==> src/rtl/instr_mem_loader.sv <==
// Program loader: assembles little-endian bytes into 32-bit words and writes them
// sequentially into instruction memory. Optional checksum via INSTR_LOADER_CHECKSUM_EN.
module instr_mem_loader #(
  parameter int          ADDR_WIDTH = 32,
  parameter logic [31:0] BASE_ADDR  = 32'hBFC00000,
  parameter int          LEN_WIDTH  = 16
) (
  input  logic                  clk,
  input  logic                  rst,
  input  logic                  start,
  input  logic [LEN_WIDTH-1:0]  len_words,
  input  logic [7:0]            byte_data,
  input  logic                  byte_valid,
  output logic                  byte_ready,
  output logic                  imem_we,
  output logic [ADDR_WIDTH-1:0] imem_addr,
  output logic [31:0]           imem_wdata,
  output logic                  cpu_hold,
  output logic                  busy,
  output logic                  done
`ifdef INSTR_LOADER_CHECKSUM_EN
  ,
  output logic                  chk_err
`endif
);

  localparam logic [ADDR_WIDTH-1:0] BASE = ADDR_WIDTH'(BASE_ADDR);

  typedef enum logic [2:0] {
    S_IDLE  = 3'd0,
    S_RECV  = 3'd1,
    S_WRITE = 3'd2,
`ifdef INSTR_LOADER_CHECKSUM_EN
    S_CHECK = 3'd3,
`endif
    S_DONE  = 3'd4
  } state_t;

  state_t               state, state_nx;
  logic [LEN_WIDTH-1:0] len_q;
  logic [LEN_WIDTH-1:0] word_cnt;
  logic [1:0]           byte_idx;
  logic                 start_ok;
  logic                 last_word;
`ifdef INSTR_LOADER_CHECKSUM_EN
  logic [7:0]           sum;
`endif

  // Byte handshake: a byte moves on a rising edge where byte_valid and byte_ready are
  // both high; byte_ready depends only on state, so the sender may hold byte_valid freely.
  assign start_ok  = start && (state == S_IDLE || state == S_DONE);
  assign last_word = (word_cnt == len_q - LEN_WIDTH'(1));

  always_ff @(posedge clk) begin
    if (rst) state <= S_IDLE;
    else     state <= state_nx;
  end

  always_comb begin
    state_nx = state;
    case (state)
      S_IDLE, S_DONE: begin
        if (start) state_nx = (len_words != '0) ? S_RECV : S_DONE;
      end
      S_RECV: begin
        if (byte_valid && byte_idx == 2'd3) state_nx = S_WRITE;
      end
      S_WRITE: begin
`ifdef INSTR_LOADER_CHECKSUM_EN
        if (last_word) state_nx = S_CHECK;
`else
        if (last_word) state_nx = S_DONE;
`endif
        else state_nx = S_RECV;
      end
`ifdef INSTR_LOADER_CHECKSUM_EN
      S_CHECK: begin
        if (byte_valid) state_nx = S_DONE;
      end
`endif
      default: state_nx = S_IDLE;
    endcase
  end

  always_comb begin
    byte_ready = 1'b0;
    imem_we    = 1'b0;
    busy       = 1'b0;
    cpu_hold   = 1'b1;
    done       = 1'b0;
    case (state)
      S_RECV: begin
        byte_ready = 1'b1;
        busy       = 1'b1;
      end
      S_WRITE: begin
        imem_we = 1'b1;
        busy    = 1'b1;
      end
`ifdef INSTR_LOADER_CHECKSUM_EN
      S_CHECK: begin
        byte_ready = 1'b1;
        busy       = 1'b1;
      end
`endif
      S_DONE: begin
        cpu_hold = 1'b0;
        done     = 1'b1;
      end
      default: ;
    endcase
  end

  always_ff @(posedge clk) begin
    if (rst) begin
      len_q      <= '0;
      word_cnt   <= '0;
      byte_idx   <= '0;
      imem_addr  <= BASE;
      imem_wdata <= '0;
`ifdef INSTR_LOADER_CHECKSUM_EN
      sum        <= '0;
      chk_err    <= 1'b0;
`endif
    end else begin
      if (start_ok && len_words != '0) begin
        len_q     <= len_words;
        word_cnt  <= '0;
        byte_idx  <= '0;
        imem_addr <= BASE;
`ifdef INSTR_LOADER_CHECKSUM_EN
        sum       <= '0;
`endif
      end
`ifdef INSTR_LOADER_CHECKSUM_EN
      if (start_ok) chk_err <= 1'b0;
`endif
      if (state == S_RECV && byte_valid) begin
        imem_wdata[{byte_idx, 3'b000} +: 8] <= byte_data;
        byte_idx <= byte_idx + 2'd1;
`ifdef INSTR_LOADER_CHECKSUM_EN
        sum      <= sum + byte_data;
`endif
      end
      // Address advances after the write cycle, wrapping silently at the top.
      if (state == S_WRITE) begin
        imem_addr <= imem_addr + ADDR_WIDTH'(4);
        word_cnt  <= word_cnt + LEN_WIDTH'(1);
      end
`ifdef INSTR_LOADER_CHECKSUM_EN
      if (state == S_CHECK && byte_valid) chk_err <= (sum != byte_data);
`endif
    end
  end

endmodule
==> config.mk <==
export PLATFORM = sky130hd
export DESIGN_NAME = instr_mem_loader
export DESIGN_NICKNAME = d
export VERILOG_FILES = /design/src/rtl/instr_mem_loader.sv
export SDC_FILE = /design/constraint.sdc
export NUM_CORES = 1
export LEC_CHECK = 0
export CAP_MARGIN = 5
export CORE_ASPECT_RATIO = 1.4
export CORE_UTILIZATION = 45
export CTS_CLUSTER_DIAMETER = 100
export DETAILED_ROUTE_END_ITERATION = 10
export HOLD_SLACK_MARGIN = 0.03
export PLACE_DENSITY_LB_ADDON = 0.1
export SYNTH_ARGS = -nofsm -noshare
export SYNTH_HDL_FRONTEND = slang
export SYNTH_SLANG_ARGS = --single-unit
==> constraint.sdc <==
create_clock -name clk -period 2.1 [get_ports clk]
set_input_delay 0.63 -clock clk [delete_from_list [all_inputs] [get_ports clk]]
set_output_delay 0.63 -clock clk [all_outputs]
set_load 0.01 [all_outputs]
==> reports/results.tsv <==
metric	value	unit
gp_congestion	0.918	
drc_errors	0	
cts_root_buf	clkbuf_16	
min_period	2.14	ns
yosysSeqAreaShare	0.415	
htreeDepth	3	
synth_common_cells	108 x nand2_1, 99 x dfxtp_1, 71 x a21oi_1	
fp-row-count	44	
final-setup-viol-count	1	
synth_cells	609	
grt_pass1_wl	22.2	mm
worstPathMaxFanout	2	
start_util	0.461	
yosysTopAreaCellShare	0.415	
crit_arrival	2.36	ns
power	4160	µW
antenna_found_initial	0	
r2r-start	len_q[1]	
clkSlewWorstSetupHoldPaths	0.07	ns
r2r_slack	-0.04	ns
hold_viol_final	0	
clk-insertion-delay-late	0.35	ns
leakage	0.00250	µW
worst-r2r-cell-count	8	
endpoint_kind	register	
ios	97	
first_iter_violations	230	
ir_drop	0.358	mV
clock_sinks	99	
fp.dieArea	11000	µm²
synth_area	4780	µm²
area_growth	43.4	%
reg2reg_to	state[0]	
fmax	468	MHz
cts_buffers	9	
ys_types	49	
finalSetupTns	-0.0366	ns
synthTopCellsByArea	dfxtp_1 41%, nand2_1 8.5%, a21oi_1 7.4%	
status	complete, but fails checks	
io_buffers	94	
die_h	124	µm
violations	negative setup slack	
fin_skew	0.00681	ns
grt_usage	0.260	
slew_violations	0	
final_layout_size_suffix_gt1_frac	0.178	
grt_max_degree	44	
critPathRequiredTime	2.33	ns
place_hpwl	9.90	mm
clk_path_buf_depth	2	
max_cap_violations	0	
yosysWarnings	0	
hp-start	imem_wdata[27]	
dr.pass1.iters	4	
core_region_area	10300	µm²
powerDensity	607	nW/µm²
vias	4956	
ys_ff_latch	99	
wl_per_cell	15.3	µm
holdPathEnd	imem_wdata[27]	
synth_ff_type	dfxtp_1	
post_drt_via_cell_ratio	5.47	
fin_nets	799	
critPathKind	register to register	
drt_wl_total	13.8	mm
synth_edf_count	0	
fin_ws	-0.0366	ns
synthArstFlopShare	0	
grt_overflow	0	
fin_crit_sh	1.02	
synth_area_leader_cell	dfxtp_1	
timing.hold.worst.class	register to register	
cts_tree	done	
cp-start-kind	register	
antenna_cells	0	
die_x	89.1	µm
yosysMostFrequentCell	nand2_1	
rsz0062_at_grt	true	
hold_path_depth	2	
synth_area_per_cell	7.84	µm²
ant_nets	0	
first_global_vias	4839	
ctsHoldBuffers	0	
how the worst max path moves through the flow:
stage	startpoint	end	slack, ns	depth (start not counted)
floorplan	len_words[3]	len_q[10]	0.0002	7
global placement	start	imem_addr[29]	-0.72	7
detailed placement	start	imem_addr[27]	-0.77	7
CTS	len_words[10]	state[0]	-0.04	9
global route	len_q[1]	state[0]	-0.22	8
finish	len_q[1]	state[0]	-0.04	8
per-layer routing:
layer	GRT usage	routed length, µm
met4	0.106	372
met1	0.306	5880
met5	0	0
met2	0.459	6910
met3	0.0510	675
cells by family (layout without fill, tap and decap cells):
logic type,count (synthesis),count (layout),synth area share
compound gates,122,122,0.150
xor+xnor,34,34,0.0624
fa+ha+maj,8,8,0.0210
buf+inv,44,202,0.0362
flops,99,99,0.415
mux,7,7,0.0162
other cells,1,2,0.000785
simple gates,294,294,0.298
area by class of cell:
type | instances | area (µm²)
sequential | 99 | 1980
fill | 920 | 3500
clock inverter | 6 | 73.8
inverter | 14 | 52.6
timing repair buffer | 172 | 1550
tap | 138 | 173
clock buffer | 10 | 229
multi-input combinational | 467 | 2780
what timing repair did:
item / 4_1_cts / 5_1_grt
setup buffers: 5 / 1
cloned: 0 / 0
resized for setup: 45 / 21
setup endpoints to repair: 64 / 61
pin swaps: 7 / 9
power by group:
part	switching, µW	internal (µW)	total, µW	leakage (µW)
registers	22.0	1900	1930	0.000802
clock network	742	939	1680	0.000141
logic	290	261	551	0.00156
layout by cell type (no fill, tap or decap), types with 14 or more instances in the layout:
master,instances
xnor2_1,23
nand3_1,57
dfxtp_1,97
o21ai_0,14
nor2_1,41
nand2_1,107
buf_4,70
a21oi_1,71
clkdlybuf4s50_1,71
sequential cells by signal, summed over array words and instances, names as in the netlist:
signal / count
imem_wdata: 32
len_q: 16
byte_idx: 2
state: 3
imem_addr: 30
word_cnt: 16
through the flow:
step	area, µm²	setup WS [ns]	hold slack, ns	utilization	cells
after detailed placement	6360	-0.768	0.446	0.614	884
after CTS	6780	-0.0426	0.456	0.655	905
final	6850	-0.0366	0.452	0.662	906
after floorplan	4800	0.000173	0.448	-	610
after global placement	6360	-0.721	0.437	0.614	884
after global routing	6850	-0.224	0.478	0.662	906
critical path, cell delays in order, from the launching register on:
cell	delay, ns
dfxtp_2	0.33
inv_2	0.06
ha_4	0.12
or3b_4	0.38
or4_4	0.49
a211oi_2	0.18
nand4_1	0.16
nor4_2	0.23
a211oi_1	0.06
Note: power is estimated with default switching activity, not from simulation.
